--- config.mk ---
export PLATFORM = sky130hd
export DESIGN_NAME = dram_bit_reader
export DESIGN_NICKNAME = d
export VERILOG_FILES = /design/src/rtl/dram_bit_reader.sv
export SDC_FILE = /design/constraint.sdc
export NUM_CORES = 1
export LEC_CHECK = 0
export ABC_CLOCK_PERIOD_IN_PS = 2350
export BUFFER_PORTS_ARGS = -buffer_cell sky130_fd_sc_hd__buf_4
export CORE_ASPECT_RATIO = 1.75
export CORE_UTILIZATION = 40
export CTS_CLUSTER_DIAMETER = 200
export DETAILED_ROUTE_END_ITERATION = 12
export PLACE_DENSITY = 0.69
export REMOVE_ABC_BUFFERS = 1
export SLEW_MARGIN = 20
export SYNTH_ARGS = -nofsm -noshare
export SYNTH_HDL_FRONTEND = slang
export SYNTH_SLANG_ARGS = --single-unit
--- constraint.sdc ---
create_clock -name CLK -period 2.35 [get_ports CLK]
set_input_delay 0.47 -clock CLK [delete_from_list [all_inputs] [get_ports CLK]]
set_output_delay 0.47 -clock CLK [all_outputs]
set_load 0.02 [all_outputs]
--- src/rtl/dram_bit_reader.sv ---
// Read-side sequencer for a 512 x 1-bit distributed RAM: walks the address,
// packs the async read bit LSB-first into words and streams them out valid/ready.
module dram_bit_reader #(
  parameter int ADDR_W = 9,
  parameter int WORD_W = 8,
  parameter int CNT_W  = 7
) (
  input  logic              CLK,
  input  logic              CLR,
  input  logic              START,
  input  logic [ADDR_W-1:0] START_ADDR,
  input  logic [CNT_W-1:0]  WORD_CNT,
  output logic [ADDR_W-1:0] RAM_A,
  input  logic              RAM_O,
  output logic              M_VALID,
  input  logic              M_READY,
  output logic [WORD_W-1:0] M_DATA,
  output logic              BUSY,
  output logic              DONE
);

  localparam int BIT_W = (WORD_W > 1) ? $clog2(WORD_W) : 1;

  typedef enum logic [1:0] {IDLE, FETCH, HOLD} state_t;

  state_t             state;
  state_t             state_next;
  logic [BIT_W-1:0]   bit_idx;
  logic [CNT_W-1:0]   words_left;
  logic               last_bit;

  assign last_bit = (bit_idx == BIT_W'(WORD_W - 1));
  assign BUSY     = (state != IDLE);

  always_ff @(posedge CLK or posedge CLR) begin
    if (CLR) state <= IDLE;
    else     state <= state_next;
  end

  always_comb begin
    state_next = state;
    case (state)
      IDLE:    if (START && (WORD_CNT != '0)) state_next = FETCH;
      FETCH:   if (last_bit) state_next = HOLD;
      HOLD:    if (M_VALID && M_READY) state_next = (words_left != '0) ? FETCH : IDLE;
      default: state_next = IDLE;
    endcase
  end

  // Datapath; the RAM read is asynchronous, so the bit at RAM_A is captured
  // on the same edge that advances the address.
  always_ff @(posedge CLK or posedge CLR) begin
    if (CLR) begin
      RAM_A      <= '0;
      M_DATA     <= '0;
      M_VALID    <= 1'b0;
      DONE       <= 1'b0;
      bit_idx    <= '0;
      words_left <= '0;
    end else begin
      DONE <= 1'b0;
      case (state)
        IDLE: begin
          if (START) begin
            if (WORD_CNT != '0) begin
              RAM_A      <= START_ADDR;
              words_left <= WORD_CNT;
              bit_idx    <= '0;
            end else begin
              DONE <= 1'b1;
            end
          end
        end
        FETCH: begin
          M_DATA[bit_idx] <= RAM_O;
          RAM_A           <= RAM_A + ADDR_W'(1);
          if (last_bit) begin
            M_VALID    <= 1'b1;
            words_left <= words_left - CNT_W'(1);
            bit_idx    <= '0;
          end else begin
            bit_idx <= bit_idx + BIT_W'(1);
          end
        end
        HOLD: begin
          if (M_VALID && M_READY) begin
            M_VALID <= 1'b0;
            bit_idx <= '0;
            if (words_left == '0) DONE <= 1'b1;
          end
        end
        default: ;
      endcase
    end
  end

endmodule
==> results.ini, run 1 <==
[critical_path]
reg2reg_depth = 6
worst_ep_arrival_time_ps = 2270
crit_path_start_kind = flip-flop
cp_cell_sequence = ha_1 -> ha_1 -> or4b_1 -> nor3_2 -> a2bb2oi_1 -> o211ai_1
crit_fanout = 10
reg2reg_to = words_left[5]
crit_top_cell = ha_1
crit_path_max_incr_delay_ps = 530
cpMaxStageDelayCell = or4b_1
end_kind = flip-flop
rrSetupSlack_ps = 230
worstPathRequired_ps = 2510
critPathKind = reg2reg
r2r-start = bit_idx[0]

[global_routing]
grt_max_degree = 32
antenna_found_initial = 0
grt_pass1_vias = 1588
grt_usage = 0.195
grt_overflow_total = 0
grt_pass1_wl_um = 7170

[placement]
dp.final_hpwl_um = 3280
dp_cells = 275
port_buffers = 40
gp_congestion = 0.805
placed_cell_area_sq_um = 2270
dp_slack_ps = 262

[logic_synthesis]
synth-edff-count = 0
avgSynthCellArea_sq_um = 10.3
synth-seq-area-share = 0.407
yosys_register_bits = 31
synth.top_cells.by_count = dfrtp_1, nand2_1, a21oi_1, o22ai_1
ys_types = 52
yosys-top-cells-area = dfrtp_1, mux2_2, ha_1, o22ai_1, a21oi_1
synth_area_sq_um = 1900
ys.warnings.count = 0
ys_dominant_reg_cell = dfrtp_1
yosysTopAreaCell = dfrtp_1
synthDominantCellAreaShare = 0.407
netlist_instances = 185
async_flop_share = 1.00
yosysMostFrequentCell = dfrtp_1

[finish]
diodes = 0
fillCellCount = 425
multi_input_area_sq_um = 1040
syn_to_final_growth_pct = 23.7
drive_above_1_share = 0.332
design_area_sq_um = 2350
seq_area_sq_um = 776
finish.net_count = 261
layout.cells.non_filler = 283

[cts]
cts_buffers = 5
clkTransAtPathRegs_ps = 60
cts_tree = yes
clock_path_buffers = 2
htreeDepth = 2
clk_latency_ps = 280
cts_setup_buffers = 0
cts_resized = 0
ctsHoldBuffers = 0
cts.sinks = 31
root_buffer = clkbuf_8

[status]
status = finished, final reports clean

[sta]
final_hold_viol_count = 0
worst_slew_pin_slew_ps = 503
rsz0062_at_grt = false
setup_tns_ps = 0
slew_headroom = 0.663
setup_slack_ps = 235
final_max_slew_viol_count = 0
clock_skew_ps = 3.72
fin_crit_ps = 2120
period_share = 0.900
fmax_ghz = 0.473
final-setup-viol-count = 0

[detailed_routing]
via_per_inst = 5.73
dr.first_iter.drc_count = 38
drt_wl_total_um = 4340
num_vias = 1621
postRouteAntennaNets = 0
drtPass1Iterations = 4
remaining_drc_errors = 0
wl_per_cell_um = 15.3

[power]
swShare = 0.436
power.switching_w = 0.00143
power_frac_clock = 0.122
power_density_nw_per_um2 = 1400
combPwrFrac = 0.554
power.leakage_nw = 1.07
seq_power_share = 0.325
p_int_w = 0.00185
irDropWorstVdd_uv = 873

[die]
chipWidth_um = 54.2
rows = 32
start_util = 0.425
core_area_sq_um = 4480
die_h_um = 93.3
die_area_sq_um = 5050
io_pins = 41

[flow_run]
max_cap_violations = 0

[min_path]
hold_class = in2async

## power by group through the flow
stage	logic (W)	clock network [W]	registers [W]
final	0.00182	0.000401	0.00107
after global routing	0.00200	0.000429	0.00111
after CTS	0.00183	0.000411	0.00107
after detailed placement	0.00183	0	0.00108
after global placement	0.00180	0	0.00107
after floorplan	0.00106	0	0.00119
## per-layer routing
layer / wire (um) / GRT usage / part of all wire
met5: 0 / 0 / 0
met2: 2450 / 0.367 / 0.56
met4: 107 / 0.0812 / 0.025
met1: 1640 / 0.191 / 0.38
met3: 137 / 0.0390 / 0.032
## flip-flops by register name, indices dropped and copies added (netlist names)
signal / flops
RAM_A: 9
M_DATA: 8
words_left: 7
bit_idx: 3
state: 2
DONE: 1
M_VALID: 1
## kinds of logic after synthesis
| logic type | share of synthesized area |
|---|---|
| buffers and inverters | 0.0466 |
| DFF | 0.407 |
| adders and majority gates | 0.0591 |
| muxes | 0.124 |
| and+or+nand+nor | 0.174 |
| AOI/OAI and AO/OA | 0.189 |
## worst max-delay path, delay by kind of cell (launching register included)
kind / cells / cell delay, ps
flops: 1 / 450
simple gates: 2 / 700
fa+ha+maj: 2 / 550
compound gates: 2 / 280
## metrics by stage
stage	power [W]	util	hold slack, ps
3_5_place_dp	0.00290	0.507	498
5_1_grt	0.00354	0.525	305
3_3_place_gp	0.00287	0.507	491
4_1_cts	0.00331	0.525	278
2_1_floorplan	0.00225	-	509
6_report	0.00329	0.525	272
## final cells by class
cell class / count / share of cell area
Multi-Input combinational cell: 135 / 0.442
Sequential cell: 31 / 0.329
Timing Repair Buffer: 47 / 0.150
Clock buffer: 7 / 0.0324
Tap cell: 51 / 0.0271
Inverter: 11 / 0.0175
Clock inverter: 1 / 0.00213
## layout by cell type (no fill, tap or decap), types with 2 or more instances in the layout
| cell | instances |
|---|---|
| a211oi_1 | 3 |
| a21o_1 | 2 |
| a21oi_1 | 12 |
| a2bb2oi_1 | 2 |
| a31oi_1 | 2 |
| a41o_1 | 2 |
| and3_1 | 2 |
| buf_4 | 47 |
| clkbuf_1 | 2 |
| clkbuf_8 | 5 |
| dfrtp_1 | 31 |
| ha_1 | 9 |
| inv_1 | 11 |
| mux2_1 | 2 |
| mux2_2 | 11 |
| mux2_4 | 2 |
| mux2i_1 | 6 |
| nand2_1 | 15 |
| nand3_1 | 2 |
| nand4_1 | 3 |
| nand4b_1 | 2 |
| nor2_1 | 4 |
| nor2b_1 | 4 |
| nor3_1 | 6 |
| o211ai_1 | 2 |
| o21ai_0 | 5 |
| o22ai_1 | 12 |
| o2bb2ai_1 | 2 |
| or2_2 | 2 |
## worst max path at each step
stage                          start       endpoint  cells past startpoint
after floorplan             state[1]       RAM_A[6]                      6
after global placement    bit_idx[0]  words_left[5]                      6
after detailed placement  bit_idx[0]  words_left[5]                      6
after CTS                 bit_idx[0]  words_left[5]                      6
after global routing      bit_idx[0]  words_left[5]                      6
final                     bit_idx[0]  words_left[5]                      6
No activity file was read; power rests on OpenSTA's default activity.
==> run 2, diff against run 1 <==
REMOVE_ABC_BUFFERS = not set   (was 1)
SLEW_MARGIN = 0   (was 20)
==> results.ini, run 2 (synthesis gave the netlist of run 1 again) <==
[sta]
fmax_ghz = 0.466  ; was 0.473 GHz
clock_skew_ps = 6.72  ; was 3.72 ps
fin_crit_ps = 2150  ; was 2120 ps
worst_slew_pin_slew_ps = 684  ; was 503 ps
final-setup-viol-count = 0  ; unchanged
final_hold_viol_count = 0  ; unchanged
final_max_slew_viol_count = 0  ; unchanged
setup_slack_ps = 202  ; was 235 ps
setup_tns_ps = 0  ; unchanged
slew_headroom = 0.544  ; was 0.663
period_share = 0.914  ; was 0.900
rsz0062_at_grt = false  ; unchanged

[finish]
diodes = 0  ; unchanged
final_util = 0.528  ; was 0.525
final_common_cell = buf_4  ; unchanged
syn_to_final_growth_pct = 24.4  ; was 23.7%
drive_above_1_share = 0.332  ; about the same
top_regs = RAM_A (9), M_DATA (8), words_left (7)  ; unchanged
largest_reg_flops = 9  ; unchanged
fillCellCount = 439  ; was 425
layout_common_cells = buf_4, dfrtp_1, nand2_1, a21oi_1, o22ai_1  ; unchanged
regMostFlops = RAM_A  ; unchanged
finish.net_count = 258  ; was 261
layout.cells.non_filler = 280  ; was 283

[detailed_routing]
postRouteAntennaNets = 0  ; unchanged
dr.first_iter.drc_count = 19  ; was 38
wl_per_cell_um = 15.3  ; about the same
remaining_drc_errors = 0  ; unchanged
drt_wl_total_um = 4280  ; was 4340 um
drtPass1Iterations = 5  ; was 4
num_vias = 1593  ; was 1621
via_per_inst = 5.69  ; was 5.73

[critical_path]
crit_path_start_kind = flip-flop  ; unchanged
end_kind = flip-flop  ; unchanged
worst_ep_arrival_time_ps = 2300  ; was 2270 ps
critPathKind = reg2reg  ; unchanged
crit_fanout = 10  ; unchanged
worstPathRequired_ps = 2510  ; about the same

[die]
die_area_sq_um = 5050  ; unchanged
die_h_um = 93.3  ; unchanged
rows = 32  ; unchanged
chipWidth_um = 54.2  ; unchanged
start_util = 0.425  ; unchanged
core_area_sq_um = 4480  ; unchanged
io_pins = 41  ; unchanged

[cts]
cts_setup_buffers = 0  ; unchanged
htreeDepth = 2  ; unchanged
cts_buffers = 5  ; unchanged
cts_tree = yes  ; unchanged
clock_path_buffers = 2  ; unchanged
cts_resized = 0  ; unchanged
clkTransAtPathRegs_ps = 70  ; was 60 ps
cts.sinks = 31  ; unchanged
ctsHoldBuffers = 0  ; unchanged
clk_latency_ps = 280  ; about the same
root_buffer = clkbuf_8  ; unchanged

[global_routing]
grt_pass1_wl_um = 6870  ; was 7170 um
grt_overflow_total = 0  ; unchanged
grt_most_used_layer = met2  ; unchanged
grt_max_degree = 32  ; unchanged
antenna_found_initial = 0  ; unchanged
grt_pass1_vias = 1543  ; was 1588
grt_usage = 0.190  ; was 0.195
met1_usage = 0.192  ; was 0.191
globalRouteMet2Util = 0.337  ; was 0.367
grtUsageMet3 = 0.0374  ; was 0.0390

[power]
power.switching_w = 0.00143  ; about the same
power_frac_clock = 0.160  ; was 0.122
irDropWorstVdd_uv = 692  ; was 873 uV
p_int_w = 0.00196  ; was 0.00185 W
power.leakage_nw = 1.08  ; was 1.07 nW
seq_power_share = 0.317  ; was 0.325
power_density_nw_per_um2 = 1430  ; was 1400 nW/um^2
swShare = 0.422  ; was 0.436
combPwrFrac = 0.523  ; was 0.554

[placement]
dp.final_hpwl_um = 3140  ; was 3280 um
dp_slack_ps = 219  ; was 262 ps
port_buffers = 40  ; unchanged
gp_congestion = 0.841  ; was 0.805
dp_cells = 272  ; was 275

[flow_run]
max_cap_violations = 0  ; unchanged

[min_path]
hold_class = in2async  ; unchanged

[logic_synthesis]
syn-num-nets = 215

[status]
status = finished, final reports clean  ; unchanged

[run 2: critical path, stage by stage (launching register included)]
cell	delay, ps
dfrtp_1	450
ha_1	190
ha_1	380
or4b_1	540
nor3_2	170
a2bb2oi_1	190
o211ai_1	100
[run 2: worst paths after layout]
kind / start / depth (start not counted) / endpoint / slack, ps
min reg2reg: M_DATA[5] / 1 / M_DATA[5] / 510
max in group asynchronous: CLR / 3 / M_DATA[4] / 1790
max: bit_idx[0] / 6 / words_left[5] / 200
max reg2reg: bit_idx[0] / 6 / words_left[5] / 200
min: CLR / 3 / RAM_A[5] / 270
min in group CLK: START / 3 / DONE / 440
[run 2: layer usage]
layer | vias to the layer above | wire length [um] | part of all wire
li1 | 779 | - | -
met1 | 757 | 1580 | 0.37
met2 | 46 | 2400 | 0.56
met3 | 11 | 183 | 0.043
met4 | 0 | 119 | 0.028
met5 | - | 0 | 0
[run 2: power groups by stage]
stage / clock network, W / registers [W] / logic (W)
global route: 0.000576 / 0.00111 / 0.00197
detailed placement: 0 / 0.00108 / 0.00178
finish: 0.000543 / 0.00108 / 0.00178
global placement: 0 / 0.00108 / 0.00176
CTS: 0.000552 / 0.00108 / 0.00179
floorplan: 0 / 0.00118 / 0.00114
[run 2: final cells by class]
type                    instances  area, sq um  area share
multi-input cells             135         1040       0.439
flip-flops and latches         31          776       0.328
repair buffers                 44          330       0.139
clock buffers                   6         82.6      0.0349
well taps                      51         63.8      0.0269
inverters                      11         41.3      0.0174
clock inverters                 2         35.0      0.0148
[run 2: metrics by stage]
| stage | hold WS (ps) | total power [W] | instance area, sq um |
|---|---|---|---|
| after global placement | 492 | 0.00284 | 2250 |
| final | 272 | 0.00339 | 2370 |
| after floorplan | 509 | 0.00231 | 1900 |
| after CTS | 275 | 0.00342 | 2370 |
| after detailed placement | 494 | 0.00286 | 2250 |
| after global routing | 308 | 0.00365 | 2370 |
==> run 3, diff against run 2 <==
BUFFER_PORTS_ARGS = not set   (was -buffer_cell sky130_fd_sc_hd__buf_4)
CORE_MARGIN = 3   (was not set)
DONT_BUFFER_PORTS = 1   (was not set)
PLACE_DENSITY = 0.61   (was 0.69)
==> results.ini, run 3 (synthesis gave the netlist of run 1 again) <==
[critical_path]
crit_top_cell = ha_1  ; unchanged
r2r-start = bit_idx[1]  ; was bit_idx[0]
end_kind = flip-flop  ; unchanged
critical_path_depth = 6  ; unchanged
reg2reg_to = words_left[3]  ; was words_left[5]
crit_buf_inv = 0  ; unchanged
startpoint = bit_idx[1]  ; was bit_idx[0]
crit_fanout = 10  ; unchanged
crit_path_start_kind = flip-flop  ; unchanged
endpoint = words_left[3]  ; was words_left[5]
crit_path_max_incr_delay_ps = 540  ; about the same
critPathKind = reg2reg  ; unchanged
reg2reg_depth = 6  ; unchanged
worst_ep_arrival_time_ps = 2340  ; was 2300 ps
worstPathRequired_ps = 2520  ; was 2510 ps
rrSetupSlack_ps = 180  ; was 200 ps
cpMaxStageDelayCell = or4b_1  ; unchanged
cp_cell_sequence = ha_1 -> ha_1 -> or4b_1 -> a211oi_1 -> mux2_2 -> a21oi_1  ; was ha_1 -> ha_1 -> or4b_1 -> nor3_2 -> a2bb2oi_1 -> o211ai_1
cp_top_family = simple AND/OR/NAND/NOR gates  ; unchanged

[sta]
setup_tns_ps = 0  ; unchanged
slew_headroom = 0.521  ; was 0.544
final_max_slew_viol_count = 0  ; unchanged
rsz0062_at_grt = false  ; unchanged
period_share = 0.923  ; was 0.914
fmax_ghz = 0.461  ; was 0.466 GHz
clock_skew_ps = 6.25  ; was 6.72 ps
timing.hold.ws_ps = 147  ; was 272 ps
fin_crit_ps = 2170  ; was 2150 ps
final-setup-viol-count = 0  ; unchanged
worst_slew_pin_slew_ps = 719  ; was 684 ps
final_hold_viol_count = 0  ; unchanged

[finish]
top_regs = RAM_A (9), M_DATA (8), words_left (7)  ; unchanged
layout_common_cells = dfrtp_1, nand2_1, a21oi_1, o22ai_1  ; was buf_4, dfrtp_1, nand2_1, a21oi_1, o22ai_1
syn_to_final_growth_pct = 8.28  ; was 24.4%
largest_reg_flops = 9  ; unchanged
regMostFlops = RAM_A  ; unchanged
final_common_cell = dfrtp_1  ; was buf_4
diodes = 0  ; unchanged
drive_above_1_share = 0.195  ; was 0.332
final_util = 0.460  ; was 0.528
finish.net_count = 219  ; was 258
fillCellCount = 447  ; was 439
design_area_sq_um = 2060  ; was 2370 sq um

[global_routing]
grt_pass1_vias = 1603  ; was 1543
grt_overflow_total = 0  ; unchanged
grt_pass1_wl_um = 7710  ; was 6870 um
antenna_found_initial = 0  ; unchanged
grt_usage = 0.179  ; was 0.190
grt_max_degree = 32  ; unchanged

[die]
core_area_sq_um = 4480  ; unchanged
die_area_sq_um = 5660  ; was 5050 sq um
chipWidth_um = 58.2  ; was 54.2 um
start_util = 0.425  ; unchanged
rows = 32  ; unchanged
io_pins = 41  ; unchanged
die_h_um = 97.3  ; was 93.3 um

[detailed_routing]
dr.first_iter.drc_count = 35  ; was 19
postRouteAntennaNets = 0  ; unchanged
num_vias = 1461  ; was 1593
drt_wl_total_um = 4520  ; was 4280 um
wl_per_cell_um = 18.8  ; was 15.3 um
via_per_inst = 6.06  ; was 5.69
remaining_drc_errors = 0  ; unchanged
drtPass1Iterations = 4  ; was 5

[flow_run]
max_cap_violations = 0  ; unchanged

[cts]
root_buffer = clkbuf_8  ; unchanged
cts_buffers = 5  ; unchanged
cts_resized = 0  ; unchanged
clkTransAtPathRegs_ps = 70  ; about the same
clk_latency_ps = 290  ; was 280 ps
cts.sinks = 31  ; unchanged
cts_setup_buffers = 0  ; unchanged
ctsHoldBuffers = 0  ; unchanged
htreeDepth = 2  ; unchanged
clock_path_buffers = 2  ; unchanged
cts_tree = yes  ; unchanged

[power]
irDropWorstVdd_uv = 1030  ; was 692 uV
power_density_nw_per_um2 = 1500  ; was 1430 nW/um^2
power.leakage_nw = 0.876  ; was 1.08 nW
power.total_w = 0.00308  ; was 0.00339 W

[min_path]
hold_class = in2async  ; unchanged

[placement]
gp_congestion = 0.766  ; was 0.841
port_buffers = 0  ; was 40
placed_cell_area_sq_um = 1960  ; was 2250 sq um
dp.final_hpwl_um = 3420  ; was 3140 um

[status]
status = finished, final reports clean  ; unchanged

[logic_synthesis]
syn-num-nets = 215  ; unchanged

==> run 3: metal layers <==
layer | wire [um] | track usage
met2 | 2540 | 0.318
met3 | 232 | 0.0545
met4 | 184 | 0.0929
met5 | 0 | 0
met1 | 1560 | 0.179
==> run 3: cell type report <==
type	count	area, sq um	area share
Multi-Input combinational cell	135	1040	0.504
Clock inverter	1	7.51	0.00364
Clock buffer	7	96.3	0.0467
Inverter	11	41.3	0.0200
Sequential cell	31	776	0.376
Tap cell	51	63.8	0.0309
Timing Repair Buffer	5	37.5	0.0182
==> run 3: per-stage QoR <==
| step | setup WS, ps | instances |
|---|---|---|
| 2_1_floorplan | 513 | 185 |
| 3_3_place_gp | 210 | 233 |
| 3_5_place_dp | 214 | 233 |
| 4_1_cts | 202 | 241 |
| 5_1_grt | 97.7 | 241 |
| 6_report | 182 | 241 |
==> run 3: worst register-to-register path, stage by stage, from the launching register on <==
cell and delay (ps):
dfrtp_1 510, ha_1 210, ha_1 200, or4b_1 540
a211oi_1 320, mux2_2 220, a21oi_1 60
==> run 3: how the worst min path moves through the flow <==
stage,slack [ps],cells after the start,endpoint
2_1_floorplan,510,2,words_left[6]
3_3_place_gp,470,2,M_DATA[2]
3_5_place_dp,470,2,M_DATA[6]
4_1_cts,160,2,words_left[6]
5_1_grt,180,2,words_left[3]
6_report,150,2,words_left[3]
==> run 3: report_power, final <==
part	internal (W)	leakage (nW)	total [W]	switching, W
sequential	0.000781	0.374	0.00127	0.000493
clock	0.000266	0.0505	0.000473	0.000207
combinational	0.000636	0.451	0.00134	0.000700
